File: src/rtl/serial_adder_pkg.sv
// Shared definitions for the digit-serial adder: FSM state encodings,
// common ALU op constants and a counter-width helper.
package serial_adder_pkg;

  // FSM state encodings shared with the rest of the ALU side path
  typedef enum logic [1:0] {
    SA_IDLE = 2'd0,
    SA_RUN  = 2'd1,
    SA_DONE = 2'd2
  } sa_state_e;

  // Common ALU op constants (value driven onto the sub input)
  localparam logic ALU_OP_ADD = 1'b0;
  localparam logic ALU_OP_SUB = 1'b1;

  // Width of a counter that must hold 0..n-1; never narrower than one bit
  function automatic int cnt_width(input int n);
    if (n > 1) begin
      return $clog2(n);
    end else begin
      return 1;
    end
  endfunction

endpackage

File: src/rtl/serial_adder_digit_adder.sv
// Combinational ripple of DIGIT full-adder cells. Also exposes the carry
// into the top cell so the caller can derive signed overflow.
module digit_adder #(
  parameter int DIGIT = 4
) (
  input  logic [DIGIT-1:0] a,
  input  logic [DIGIT-1:0] b,
  input  logic             ci,
  output logic [DIGIT-1:0] s,
  output logic             co,
  output logic             c_msb
);

  logic [DIGIT:0] c_s;

  // Ripple the carry through DIGIT full-adder cells, LSB first
  always_comb begin
    s        = {DIGIT{1'b0}};
    c_s      = {(DIGIT+1){1'b0}};
    c_s[0]   = ci;
    for (int i = 0; i < DIGIT; i++) begin
      s[i]     = a[i] ^ b[i] ^ c_s[i];
      c_s[i+1] = (a[i] & b[i]) | (c_s[i] & (a[i] ^ b[i]));
    end
  end

  assign co    = c_s[DIGIT];
  assign c_msb = c_s[DIGIT-1];

endmodule

File: src/rtl/serial_adder.sv
// Digit-serial adder/subtractor: DIGIT bits per clock, WIDTH/DIGIT cycles
// per operation, start/busy/done handshake, carry-out and signed overflow.
// Operands are held in shift registers so the active slice is always the
// low DIGIT bits; the partial sum is shifted in from the top, so after the
// last slice it is fully aligned without any variable indexing.
module serial_adder
  import serial_adder_pkg::*;
#(
  parameter int WIDTH = 32,
  parameter int DIGIT = 4
) (
  input  logic             clk,
  input  logic             reset,
  input  logic             start,
  input  logic [WIDTH-1:0] a,
  input  logic [WIDTH-1:0] b,
  input  logic             cin,
  input  logic             sub,
  output logic             busy,
  output logic             done,
  output logic [WIDTH-1:0] sum,
  output logic             cout,
  output logic             overflow
);

  localparam int N     = WIDTH / DIGIT;
  localparam int CNT_W = cnt_width(N);
  localparam logic [CNT_W-1:0] LAST_CNT = CNT_W'(N - 1);

  if ((DIGIT < 1) || (DIGIT > WIDTH) || ((WIDTH % DIGIT) != 0)) begin : g_bad_params
    $error("serial_adder: WIDTH (%0d) must be a positive multiple of DIGIT (%0d)", WIDTH, DIGIT);
  end

  sa_state_e        state_r, state_n;
  logic             accept_s, last_s;
  logic [CNT_W-1:0] cnt_r;
  logic [WIDTH-1:0] opa_r, opb_r, psum_r;
  logic             carry_r;
  logic [WIDTH-1:0] sum_r;
  logic             cout_r, ovf_r, busy_r, done_r;

  logic [DIGIT-1:0]       slice_s;
  logic                   slice_co_s, slice_cmsb_s;
  logic [WIDTH+DIGIT-1:0] opa_wide_s, opb_wide_s, psum_wide_s;

  digit_adder #(.DIGIT(DIGIT)) u_digit (
    .a     (opa_r[DIGIT-1:0]),
    .b     (opb_r[DIGIT-1:0]),
    .ci    (carry_r),
    .s     (slice_s),
    .co    (slice_co_s),
    .c_msb (slice_cmsb_s)
  );

  assign opa_wide_s  = {{DIGIT{1'b0}}, opa_r};
  assign opb_wide_s  = {{DIGIT{1'b0}}, opb_r};
  assign psum_wide_s = {slice_s, psum_r};

  // State register; reset wins over everything, including a run in flight
  always_ff @(posedge clk) begin
    if (reset) begin
      state_r <= SA_IDLE;
    end else begin
      state_r <= state_n;
    end
  end

  // Next-state logic plus accept/last-slice strobes for the datapath
  always_comb begin
    state_n  = state_r;
    accept_s = 1'b0;
    last_s   = 1'b0;
    case (state_r)
      SA_IDLE: begin
        if (start) begin
          accept_s = 1'b1;
          state_n  = SA_RUN;
        end else begin
          state_n  = SA_IDLE;
        end
      end
      SA_RUN: begin
        if (cnt_r == LAST_CNT) begin
          last_s  = 1'b1;
          state_n = SA_DONE;
        end else begin
          state_n = SA_RUN;
        end
      end
      SA_DONE: begin
        if (start) begin
          accept_s = 1'b1;
          state_n  = SA_RUN;
        end else begin
          state_n  = SA_IDLE;
        end
      end
      default: begin
        state_n = SA_IDLE;
      end
    endcase
  end

  // Operand capture, per-slice accumulation and result/flag registers
  always_ff @(posedge clk) begin
    if (reset) begin
      cnt_r   <= {CNT_W{1'b0}};
      opa_r   <= {WIDTH{1'b0}};
      opb_r   <= {WIDTH{1'b0}};
      psum_r  <= {WIDTH{1'b0}};
      carry_r <= 1'b0;
      sum_r   <= {WIDTH{1'b0}};
      cout_r  <= 1'b0;
      ovf_r   <= 1'b0;
      busy_r  <= 1'b0;
      done_r  <= 1'b0;
    end else if (accept_s) begin
      // Subtraction is a + ~b + ~borrow
      opa_r   <= a;
      opb_r   <= sub ? ~b : b;
      carry_r <= sub ? ~cin : cin;
      cnt_r   <= {CNT_W{1'b0}};
      psum_r  <= {WIDTH{1'b0}};
      busy_r  <= 1'b1;
      done_r  <= 1'b0;
    end else if (state_r == SA_RUN) begin
      opa_r   <= opa_wide_s[WIDTH+DIGIT-1:DIGIT];
      opb_r   <= opb_wide_s[WIDTH+DIGIT-1:DIGIT];
      psum_r  <= psum_wide_s[WIDTH+DIGIT-1:DIGIT];
      carry_r <= slice_co_s;
      cnt_r   <= cnt_r + {{(CNT_W-1){1'b0}}, 1'b1};
      if (last_s) begin
        sum_r  <= psum_wide_s[WIDTH+DIGIT-1:DIGIT];
        cout_r <= slice_co_s;
        ovf_r  <= slice_cmsb_s ^ slice_co_s;
        busy_r <= 1'b0;
        done_r <= 1'b1;
      end else begin
        done_r <= 1'b0;
      end
    end else begin
      done_r <= 1'b0;
    end
  end

  assign busy     = busy_r;
  assign done     = done_r;
  assign sum      = sum_r;
  assign cout     = cout_r;
  assign overflow = ovf_r;

endmodule

File: config.mk
export PLATFORM = sky130hd
export DESIGN_NAME = serial_adder
export DESIGN_NICKNAME = d
export VERILOG_FILES = /design/src/rtl/serial_adder_pkg.sv /design/src/rtl/serial_adder_digit_adder.sv /design/src/rtl/serial_adder.sv
export SDC_FILE = /design/constraint.sdc
export NUM_CORES = 1
export LEC_CHECK = 0
export CAP_MARGIN = 10
export CORE_MARGIN = 1
export CORE_UTILIZATION = 54
export CTS_BUF_LIST = sky130_fd_sc_hd__clkbuf_4
export CTS_CLUSTER_SIZE = 40
export DETAILED_ROUTE_END_ITERATION = 10
export PLACE_DENSITY_LB_ADDON = 0.3
export SLEW_MARGIN = 30
export SYNTH_ARGS = -nofsm -noshare
export SYNTH_HDL_FRONTEND = slang
export SYNTH_SLANG_ARGS = --single-unit
File: constraint.sdc
create_clock -name clk -period 2.95 [get_ports clk]
set_input_delay 0.7375 -clock clk [delete_from_list [all_inputs] [get_ports clk]]
set_output_delay 0.7375 -clock clk [all_outputs]
set_load 0.03 [all_outputs]
# After elaboration in Yosys (flattened, before gate mapping)

Cells that the tools add are included.
W data, S select, Z words.

Mux-type cells: 19
Bitwise operators: 25
Equality and inequality tests: 3
Reduce and logical (&&, ||, !) cells: 8
$add $sub $neg: 1

Operators by type and width:

| cell                  | number |
|---|---|
| $mux W32              | 5 |
| $not A32 Y32          | 1 |
| $mux W1               | 12 |
| $xor A1 B1 Y1         | 9 |
| $and A1 B1 Y1         | 8 |
| $or A1 B1 Y1          | 4 |
| $pmux W2 S2           | 1 |
| $reduce_bool A2 Y1    | 2 |
| $reduce_or A2 Y1      | 2 |
| $add A3 B1 Y3 const B | 1 |
| $eq A3 B3 Y1 const B  | 1 |
| $not A1 Y1            | 3 |
| $reduce_and A3 Y1     | 1 |
| $reduce_or A3 Y1      | 1 |
| $eq A2 B1 Y1 const B  | 1 |
| $eq A2 B2 Y1 const B  | 1 |
| $logic_not A2 Y1      | 1 |
| $mux W2               | 1 |
| $reduce_and A2 Y1     | 1 |

Output and inout port bits: 36
Register bits: 138
Input port bits: 69
Word-level logic and storage cells: 67

# Logic depth before layout (Yosys ltp)

Gate-level depths: netlist of the first run.

Word-level depth: 11
Mapped depth: 10

# Modules after synthesis

From an unflattened synthesis of the first run, not the netlist that was laid out.

Cells, all modules: 671
Area total of the unflattened synthesis: 5472.7 um^2

Modules (own cells, without submodules):

| module       | area each (um^2) | times used | sequential area each (um^2) | cells each |
|---|---|---|---|---|
| serial_adder | 5362.6           | 1          | 2682.6                      | 659 |
| digit_adder  | 110.1            | 1          | 0.0                         | 12 |

# Least setup slack after synthesis of the first run

Ideal clock, no wire load.

Kind: reg-to-reg
Start: register opa_r[0]
End: register psum_r[31]
Cell stages (with the launch flop): 9
Data required time: 2864 ps
Path buffers: 0
Data arrival time: 2018 ps
Library setup time: 86 ps
Path slack: 846 ps
Clock period less this slack: 2104 ps
Cell sequence: dfxtp_1 > fa_1 > inv_1 > fa_1 > inv_1 > fa_1 > inv_1 > fa_1 > a211oi_1

Longest elaborated chain between the ends: 8
Elaborated cells on any way between the ends: 9
Classes of those cells: bitwise (9)

Ends and longest elaborated chain:

| what                   | line                           | source |
|---|---|---|
| start, declared        | serial_adder.sv:37             | `logic [WIDTH-1:0] opa_r, opb_r, psum_r;` |
| start signal, assigned | serial_adder.sv:108            | `opa_r <= {WIDTH{1'b0}};` |
| start signal, assigned | serial_adder.sv:127            | `opa_r <= opa_wide_s[WIDTH+DIGIT-1:DIGIT];` |
| $xor A1 B1 Y1          | serial_adder_digit_adder.sv:23 | `c_s[i+1] = (a[i] & b[i]) \| (c_s[i] & (a[i] ^ b[i]));` |
| $and A1 B1 Y1          | serial_adder_digit_adder.sv:23 |  |
| $or A1 B1 Y1 (*)       | serial_adder_digit_adder.sv:23 |  |
| $and A1 B1 Y1 (*)      | serial_adder_digit_adder.sv:23 |  |
| $or A1 B1 Y1 (*)       | serial_adder_digit_adder.sv:23 |  |
| $and A1 B1 Y1 (*)      | serial_adder_digit_adder.sv:23 |  |
| $or A1 B1 Y1 (*)       | serial_adder_digit_adder.sv:23 |  |
| $xor A1 B1 Y1 (*)      | serial_adder_digit_adder.sv:22 | `s[i] = a[i] ^ b[i] ^ c_s[i];` |
| end signal, assigned   | serial_adder.sv:110            | `psum_r <= {WIDTH{1'b0}};` |
| end signal, assigned   | serial_adder.sv:123            | `psum_r <= {WIDTH{1'b0}};` |
| end signal, assigned   | serial_adder.sv:129            | `psum_r <= psum_wide_s[WIDTH+DIGIT-1:DIGIT];` |
| end, declared          | serial_adder.sv:37             |  |

Mark *: on every way between the ends. The rest lies on a longest branch, timed or not.
A chain may end at the register's enable or synchronous reset.

# Worst setup path after layout of the first run

Start: register sum_r[31], in the netlist sum[31]
End: output sum[31]

RTL lines:

| what                   | line                | source |
|---|---|---|
| start, declared        | serial_adder.sv:39  | `logic [WIDTH-1:0] sum_r;` |
| start signal, assigned | serial_adder.sv:112 | `sum_r <= {WIDTH{1'b0}};` |
| start signal, assigned | serial_adder.sv:133 | `sum_r <= psum_wide_s[WIDTH+DIGIT-1:DIGIT];` |
| end, declared          | serial_adder.sv:21  | `output logic [WIDTH-1:0] sum,` |

No word-level cell between the ends.

==> results of run 1 <==
[synth_stat cells, drive strengths merged]
cell / number / area, µm²
o21a: 1 / 7.51
and2b: 1 / 7.51
mux2i: 1 / 10.0
buf: 41 / 224
clkbuf: 19 / 71.3
nor3: 2 / 10.0
nor2b: 1 / 6.26
ha: 2 / 25.0
nand3: 36 / 180
nand3b: 1 / 7.51
xor2: 33 / 289
nand2b: 3 / 18.8
a22oi: 29 / 218
dfxtp: 134 / 2680
inv: 7 / 26.3
fa: 4 / 80.1
and3b: 1 / 8.76
xnor2: 2 / 17.5
a211oi: 5 / 37.5
nor2: 38 / 143
a311oi: 27 / 236
a21oi: 96 / 480
a2111oi: 1 / 15.0
nand2: 179 / 672
[report_power, final]
group / internal (mW) / switching (mW) / leakage [nW]
Combinational: 0.205 / 0.253 / 1.11
Clock: 0.679 / 0.678 / 0.175
Sequential: 1.89 / 0.0485 / 1.09
Total: 2.78 / 0.980 / 2.38
[registers in the layout, summed over array words and instances (netlist names)]
signal	count
cnt_r	3
psum_r	28
state_r	2
done	1
opb_r	32
cout	1
carry_r	1
opa_r	32
sum	32
overflow	1
busy	1
[worst register-to-register path: cells and delay by family, from the launching register on]
kind | cells | cell delay (ns)
AO/OA/AOI/OAI | 1 | 0.20
flip-flops | 1 | 0.34
buffers and inverters | 3 | 0.22
adder cells (fa/ha/maj) | 4 | 1.40
[layout by cell type, fill, tap and decap left out]
| cell | netlist | final |
|---|---|---|
| a21oi_1 | 96 | 96 |
| inv_6 | 0 | 4 |
| buf_12 | 0 | 2 |
| a211oi_1 | 5 | 5 |
| clkinvlp_4 | 0 | 1 |
| clkinv_1 | 0 | 1 |
| fa_1 | 4 | 4 |
| nand2_1 | 179 | 179 |
| clkinv_4 | 0 | 2 |
| xor2_1 | 33 | 33 |
| xnor2_1 | 2 | 2 |
| buf_2 | 26 | 1 |
| nor3_1 | 2 | 2 |
| nand2b_1 | 3 | 1 |
| clkbuf_4 | 0 | 17 |
| nand3_1 | 36 | 36 |
| and3b_1 | 1 | 1 |
| mux2i_1 | 1 | 1 |
| nor2b_2 | 0 | 1 |
| clkinv_2 | 0 | 3 |
| clkdlybuf4s50_1 | 0 | 102 |
| dfxtp_1 | 134 | 134 |
| inv_1 | 7 | 7 |
| ha_1 | 2 | 2 |
| nor2_1 | 38 | 38 |
| a311oi_1 | 27 | 27 |
| a22oi_1 | 29 | 29 |
| nand3b_1 | 1 | 1 |
| and2b_2 | 0 | 1 |
| o21a_1 | 1 | 1 |
| nand2b_4 | 0 | 2 |
| a2111oi_2 | 1 | 1 |
| bufinv_16 | 0 | 4 |
| buf_4 | 6 | 12 |
[layout make-up]
type | count | area, µm²
well taps | 133 | 166
multi-input cells | 463 | 2490
clock buffers | 17 | 128
fillers | 856 | 2970
inverters | 7 | 26.3
repair buffers | 117 | 1160
clock inverters | 15 | 199
flip-flops and latches | 134 | 2680
[cells by family after synthesis]
group / synth area share, %
flops: 49.0
fa+ha+maj: 1.92
simple gates: 19.2
xor+xnor: 5.60
mux: 0.183
compound gates: 18.2
buf+inv: 5.87
[worst paths after layout]
| kind | from | cells after the start | endpoint |
|---|---|---|---|
| hold / removal | sum[14]$_SDFFE_PP0P_ | 2 | sum[14]$_SDFFE_PP0P_ |
| setup reg to reg | opa_r[0]$_SDFFE_PP0P_ | 8 | sum[31]$_SDFFE_PP0P_ |
| hold reg to reg | sum[14]$_SDFFE_PP0P_ | 2 | sum[14]$_SDFFE_PP0P_ |
| setup / recovery | sum[31]$_SDFFE_PP0P_ | 1 | sum[31] |
[layer usage]
layer | vias to the layer above | global-route usage [%]
li1 | 2396 | -
met1 | 2263 | 30.8
met2 | 137 | 40.6
met3 | 13 | 5.76
met4 | 0 | 6.15
met5 | - | 0
==> impl_metrics.env, run 1 <==
export IMPL_regToRegSetupSlack_ns=0.71
export IMPL_holdWs_ns=0.461
export IMPL_min_period_ns=2.29
export IMPL_tightest_slew_ns=0.958
export IMPL_drive_gt1_share_pct=6.77
export IMPL_grt_first_pass_wirelength_um=19900
export IMPL_slew_violations=0
export IMPL_h_tree_depth=4
export IMPL_critPathSlowestCell="clkdlybuf4s50_1"
export IMPL_clock_skew_ns=0.0173
export IMPL_syn_mean_instance_area_um2=8.24
export IMPL_cp_num_buf_inv=1
export IMPL_power_mw=3.76
export IMPL_drc=0
export IMPL_cts_repair_resized=0
export IMPL_drt_total_wl_um=12000
export IMPL_nNetsFinal=815
export IMPL_cp_start_kind="flip-flop"
export IMPL_ctsHoldBuffers=0
export IMPL_cts_tree="built"
export IMPL_pre_cts_ws_ns=0.654
export IMPL_cap_violations=0
export IMPL_num_io_pins=105
export IMPL_synth_nets=739
export IMPL_place_area_um2=6520
export IMPL_final_area_um2=6850
export IMPL_layout_worst_path_cycle_share_pct=77.6
export IMPL_synth_cells=664
export IMPL_status="complete, no violations"
export IMPL_timing_final_ws_setup_ns=0.662
export IMPL_p_per_area_nw_per_um2=549
export IMPL_dr_wl_met3_um=622
export IMPL_wl_per_cell_um=13.6
export IMPL_dr_total_vias=4809
export IMPL_dr_max_layer_used="met4"
export IMPL_cp_end_kind="output pin"
export IMPL_syn_area_um2=5470
export IMPL_chipHeight_um=103
export IMPL_dp_hpwl_um=7980
export IMPL_max_stage_delay_ns=0.68
export IMPL_worstSetupPathType="flip-flop to output pin"
export IMPL_clk_latency_ns=0.51
export IMPL_ant_nets=0
export IMPL_required_ns=2.21
export IMPL_seq_area_frac_synth_pct=49.0
export IMPL_place_gp_congestion=0.766
export IMPL_numPortBuffers=104
export IMPL_cts_root_buffer="clkbuf_4"
export IMPL_antenna_found_initial=0
export IMPL_grt_total_usage_pct=24.0
export IMPL_num_rows=36
export IMPL_met1_length_um=5220
export IMPL_yosys_warnings=0
export IMPL_clk_pin_slew_worst_paths_ns=0.11
export IMPL_arrival_ns=1.55
export IMPL_fmax_mhz=437
export IMPL_via_per_inst=5.43
export IMPL_hold_class="flip-flop to flip-flop"
export IMPL_hold_violations=0
export IMPL_post_cts_setup_buffers=0
export IMPL_path_max_fanout=2
export IMPL_antennaDiodeCount=0
export IMPL_first_global_vias=4351
export IMPL_cts_buffer_depth=2
export IMPL_cts_sinks=134
export IMPL_utilization_pct=69.7
export IMPL_tns_ns=0
export IMPL_p_leak_nw=2.38
export IMPL_dieArea_um2=10500
export IMPL_ir_drop_mv=0.256
export IMPL_area_growth_pct=25.1
export IMPL_gr_total_overflow=0
export IMPL_stdcell_count=886
export IMPL_fp_coreArea_um2=9820
export IMPL_dieWidth_um=103
export IMPL_crit_chain="clkdlybuf4s50_1"
export IMPL_place_inst=854
export IMPL_crit_family="buffers and inverters"
export IMPL_relSlewSlack_pct=36.1
export IMPL_cts_buffers=17
export IMPL_dr_wl_met2_um=6050
export IMPL_start_util_pct=55.7
export IMPL_rsz0062_at_grt="false"
export IMPL_dr_pass1_iters=5
export IMPL_drt_iter0_drc=236
export IMPL_synth_distinct_cells=27
export IMPL_grt_max_degree=93
export IMPL_setup_viol_count_final=0
export IMPL_ys_seq_elements=134
Power figures use the tool's default switching activity.
==> inputs of run 2 (changes only) <==
Clock period 2.95 ns to 2.2 ns, I/O delays scaled along.
==> run 2 against run 1 <==
Non-clock buffer count grew 3. Combinational power grew 38%. Critical path depth grew 7. Cell area grew 1.4%. Clock power grew 39%. Global-route usage grew 0.64 points. Sequential cell count is the same. Utilization grew 0.94 points. Die area is the same. First-iteration DRC count shrank 0.85%. Via count grew 0.52%. Count of clock-buffer cells in the layout is the same. Largest cell class unchanged. Largest power group unchanged.
==> impl_metrics.env, run 2 (synthesis gave the netlist of run 1 again) <==
export IMPL_via_per_inst=5.44
export IMPL_dp_hpwl_um=7930
export IMPL_num_io_pins=105
export IMPL_antennaDiodeCount=0
export IMPL_first_global_vias=4555
export IMPL_num_rows=36
export IMPL_status="complete, no violations"
export IMPL_fmax_mhz=468
export IMPL_cp_start_kind="flip-flop"
export IMPL_utilization_pct=70.7
export IMPL_path_max_fanout=2
export IMPL_hold_class="flip-flop to flip-flop"
export IMPL_grtUsageMet1_pct=28.9
export IMPL_grt_total_usage_pct=24.6
export IMPL_p_leak_nw=2.44
export IMPL_area_growth_pct=26.8
export IMPL_numPortBuffers=104
export IMPL_final_area_um2=6940
export IMPL_antenna_found_initial=0
export IMPL_wl_per_cell_um=13.8
export IMPL_final_cell_mix="nand2_1 (179), dfxtp_1 (131), clkdlybuf4s50_1 (100)"
export IMPL_clk_latency_ns=0.52
export IMPL_clk_pin_slew_worst_paths_ns=0.11
export IMPL_dieArea_um2=10500
export IMPL_cp_end_kind="flip-flop"
export IMPL_cts_root_buffer="clkbuf_4"
export IMPL_cts_buffer_depth=2
export IMPL_fp_coreArea_um2=9820
export IMPL_worstSetupPathType="flip-flop to flip-flop"
export IMPL_drc=0
export IMPL_ant_nets=0
export IMPL_rsz0062_at_grt="false"
export IMPL_p_per_area_nw_per_um2=739
export IMPL_arrival_ns=2.57
export IMPL_stdcell_count=889
export IMPL_place_area_um2=6570
export IMPL_setup_viol_count_final=0
export IMPL_required_ns=2.63
export IMPL_cts_sinks=134
export IMPL_grt_first_pass_wirelength_um=20300
export IMPL_tightest_slew_ns=0.490
export IMPL_dieWidth_um=103
export IMPL_place_inst=856
export IMPL_grt_max_degree=64
export IMPL_drive_gt1_share_pct=8.20
export IMPL_drt_total_wl_um=12300
export IMPL_cts_buffers=17
export IMPL_min_period_ns=2.14
export IMPL_filler_cell_count=816
export IMPL_dr_total_vias=4834
export IMPL_drt_iter0_drc=234
export IMPL_layout_worst_path_cycle_share_pct=97.2
export IMPL_chipHeight_um=103
export IMPL_grt_util_met3_pct=6.17
export IMPL_nNetsFinal=818
export IMPL_cts_tree="built"
export IMPL_relSlewSlack_pct=67.3
export IMPL_place_gp_congestion=0.768
export IMPL_cap_violations=0
export IMPL_gr_usage_met2_pct=43.3
export IMPL_start_util_pct=55.7
export IMPL_clock_skew_ns=0.0126
export IMPL_slew_violations=0
export IMPL_final_common_cell="nand2_1"
export IMPL_hold_violations=0
export IMPL_gr_total_overflow=0
export IMPL_h_tree_depth=4
export IMPL_grt_busiest_layer="met2"
export IMPL_ir_drop_mv=0.379
export IMPL_dr_pass1_iters=5
run 2: timing repair:
action / in CTS / in global routing
setup endpoints to repair: 3 / 4
hold buffers: 0 / 0
pin swaps: 4 / 3
setup buffers: 1 / 0
gates resized for setup: 9 / 3
run 2: area by class of cell:
cell class,instances,area [µm²],area share (%)
flip-flops and latches,134,2690,38.7
multi-input cells,463,2500,36.0
repair buffers,120,1220,17.6
clock inverters,15,210,3.03
well taps,133,166,2.40
clock buffers,17,128,1.84
inverters,7,26.3,0.379
run 2: final timing paths:
path | startpoint | to | slack, ns | cells past startpoint
setup / recovery | carry_r$_SDFFE_PP0P_ | psum_r[31]$_SDFFE_PP0P_ | 0.06 | 8
hold / removal | sum[20]$_SDFFE_PP0P_ | sum[20]$_SDFFE_PP0P_ | 0.46 | 2
setup reg to reg | carry_r$_SDFFE_PP0P_ | psum_r[31]$_SDFFE_PP0P_ | 0.06 | 8
hold reg to reg | sum[20]$_SDFFE_PP0P_ | sum[20]$_SDFFE_PP0P_ | 0.46 | 2
run 2: stage by stage:
stage,hold slack (ns),power (mW),TNS (ns),setup WS (ns)
after CTS,0.446,5.15,0,0.00351
after floorplan,0.432,3.04,0,0.0961
final,0.461,5.13,0,0.0625
after detailed placement,0.448,3.28,-0.0285,-0.0191
after global routing,0.450,5.35,0,0.00323
after global placement,0.443,3.26,0,0.0472
run 2: report_power, final:
group | internal [mW] | switching, mW | leakage, nW | total, mW
clock network | 1.00 | 0.885 | 0.178 | 1.89
logic | 0.290 | 0.344 | 1.17 | 0.634
registers | 2.54 | 0.0674 | 1.09 | 2.60
total | 3.83 | 1.30 | 2.44 | 5.13
run 2: per-layer routing:
layer,routed length (µm),up-vias
li1,-,2406
met1,5150,2266
met2,6230,141
met3,686,21
met4,201,0
met5,0,-
run 2: critical path, cell delays in order, from the launching register on:
cell and delay, ns:
dfxtp_2 0.34, fa_2 0.38, inv_2 0.06, fa_2 0.18
inv_2 0.04, fa_2 0.34, inv_2 0.06, fa_1 0.45
a211oi_1 0.21
==> inputs of run 3 (changes only) <==
--- a/config.mk
+++ b/config.mk
@@ -12,4 +12,5 @@
 export CTS_CLUSTER_SIZE = 40
 export DETAILED_ROUTE_END_ITERATION = 10
+export GPL_TIMING_DRIVEN = 0
 export PLACE_DENSITY_LB_ADDON = 0.3
 export SLEW_MARGIN = 30
==> constraint.sdc (replaced) <==
create_clock -name clk -period 2.2 [get_ports clk]
set_input_delay 0.55 -clock clk [delete_from_list [all_inputs] [get_ports clk]]
set_output_delay 0.55 -clock clk [all_outputs]
set_load 0.005 [all_outputs]
==> run 3 against run 2 <==
Critical path depth unchanged. Fmax down 2.5%. Clock power is 29% lower. Final cell count rose by 4.6%. Routed wire length grew 8.6%. Sequential share of layout area increased by 0.16 points. Register-to-register slack worse by 0.06 ns. Utilization decreased by 0.33 points. Setup slack worse by 0.055 ns. Combinational power is 5.4% higher.
==> impl_metrics.env, run 3 (synthesis gave the netlist of run 1 again) <==
export IMPL_grt_first_pass_wirelength_um=21700
export IMPL_antennaDiodeCount=0
export IMPL_start_util_pct=55.7
export IMPL_swShare_pct=27.8
export IMPL_gr_total_overflow=0
export IMPL_cp_start_kind="flip-flop"
export IMPL_stdcell_count=930
export IMPL_h_tree_depth=4
export IMPL_cp_end_kind="flip-flop"
export IMPL_min_period_ns=2.19
export IMPL_hold_class="flip-flop to flip-flop"
export IMPL_dieArea_um2=10500
export IMPL_clk_latency_ns=0.51
export IMPL_dieWidth_um=103
export IMPL_clock_skew_ns=0.0181
export IMPL_place_gp_congestion=0.865
export IMPL_dr_total_vias=5056
export IMPL_power_frac_clock_pct=29.1
export IMPL_clk_pin_slew_worst_paths_ns=0.10
export IMPL_area_growth_pct=26.2
export IMPL_num_rows=36
export IMPL_switching_power_mw=1.28
export IMPL_cap_violations=0
export IMPL_place_inst=899
export IMPL_drive_gt1_share_pct=9.54
export IMPL_worstSetupPathType="flip-flop to flip-flop"
export IMPL_num_io_pins=105
export IMPL_post_cts_setup_buffers=0
export IMPL_nNetsFinal=860
export IMPL_pwr_share_comb_pct=14.5
export IMPL_dr_pass1_iters=5
export IMPL_fp_coreArea_um2=9820
export IMPL_ir_drop_mv=0.366
export IMPL_place_area_um2=6660
export IMPL_path_max_fanout=2
export IMPL_ctsHoldBuffers=0
export IMPL_drt_iter0_drc=266
export IMPL_pre_cts_ws_ns=-0.0403
export IMPL_p_leak_nw=2.42
export IMPL_final_common_cell="nand2_1"
export IMPL_arrival_ns=2.63
export IMPL_final_cell_mix="nand2_1 (179), dfxtp_1 (132), clkdlybuf4s50_1 (102)"
export IMPL_chipHeight_um=103
export IMPL_grt_total_usage_pct=26.7
export IMPL_p_per_area_nw_per_um2=668
export IMPL_wl_per_cell_um=14.3
export IMPL_via_per_inst=5.44
export IMPL_layout_worst_path_cycle_share_pct=99.7
export IMPL_final_area_um2=6910
export IMPL_tns_ns=0
export IMPL_power_mw=4.61
export IMPL_first_global_vias=4856
export IMPL_dp_hpwl_um=9840
export IMPL_regToRegSetupSlack_ns=0.007
export IMPL_relSlewSlack_pct=62.0
export IMPL_status="complete, no violations"
export IMPL_cts_buffers=17
export IMPL_holdWs_ns=0.459
export IMPL_numPortBuffers=102
export IMPL_rsz0062_at_grt="true"
export IMPL_slew_violations=0
export IMPL_ant_nets=0
export IMPL_sequentialPowerShare_pct=56.4
export IMPL_tightest_slew_ns=0.570
export IMPL_p_int_mw=3.33
export IMPL_drc=0
export IMPL_utilization_pct=70.3
export IMPL_antenna_found_initial=0
export IMPL_fmax_mhz=456
export IMPL_setup_viol_count_final=0
export IMPL_hold_violations=0
export IMPL_cts_tree="built"
export IMPL_cts_root_buffer="clkbuf_4"
export IMPL_cts_sinks=134
export IMPL_required_ns=2.63
export IMPL_timing_final_ws_setup_ns=0.00730
export IMPL_drt_total_wl_um=13300
export IMPL_grt_max_degree=17
export IMPL_cts_buffer_depth=2
[run 3: changes by cell type in the layout (fill, tap and decap cells not counted), sizes merged]
cell,previous run,this run
clkinv,9,5
buf,18,41
clkbuf,17,41
clkinvlp,1,4
dlymetal6s2s,2,0
clkdlybuf4s50,100,102
bufinv,5,0
[run 3: final timing paths]
kind | start | endpoint | cells after the start
max reg2reg | carry_r$_SDFFE_PP0P_ | psum_r[31]$_SDFFE_PP0P_ | 8
min reg2reg | sum[11]$_SDFFE_PP0P_ | sum[11]$_SDFFE_PP0P_ | 2
min | sum[11]$_SDFFE_PP0P_ | sum[11]$_SDFFE_PP0P_ | 2
max | carry_r$_SDFFE_PP0P_ | psum_r[31]$_SDFFE_PP0P_ | 8
[run 3: worst max-delay path, stage by stage (launching register included)]
cell,delay [ns]
dfxtp_2,0.34
fa_2,0.38
inv_2,0.06
fa_2,0.19
inv_2,0.04
fa_2,0.37
inv_2,0.06
fa_2,0.45
a211oi_2,0.23
[run 3: layer usage]
metal	part of all wire, %	vias to the layer above	track usage, %	wire, µm
li1	-	2495	-	-
met1	42	2361	32.0	5590
met2	50	174	47.0	6680
met3	6.0	26	5.15	793
met4	1.9	0	10.3	250
met5	0	-	0	0
[run 3: what timing repair did]
item,4_1_cts,5_1_grt
pin swaps,1,4
endpoints found under the setup margin,3,3
gates resized for setup,6,5
hold endpoints to repair,0,0
[run 3: final cells by class]
cell class	instances	area (µm²)
timing repair buffer	102	1020
fill	818	2910
clock buffer	22	165
clock inverter	9	57.6
tap	133	166
sequential	134	2690
multi-input combinational	463	2490
buffer	60	295
inverter	7	26.3
[run 3: power groups by stage]
| stage | Sequential [mW] | Clock [mW] | Combinational (mW) |
|---|---|---|---|
| 2_1_floorplan | 2.64 | 0 | 0.403 |
| 3_3_place_gp | 2.65 | 0 | 0.630 |
| 3_5_place_dp | 2.65 | 0 | 0.651 |
| 4_1_cts | 2.60 | 1.36 | 0.659 |
| 5_1_grt | 2.61 | 1.45 | 0.730 |
| 6_report | 2.60 | 1.34 | 0.668 |
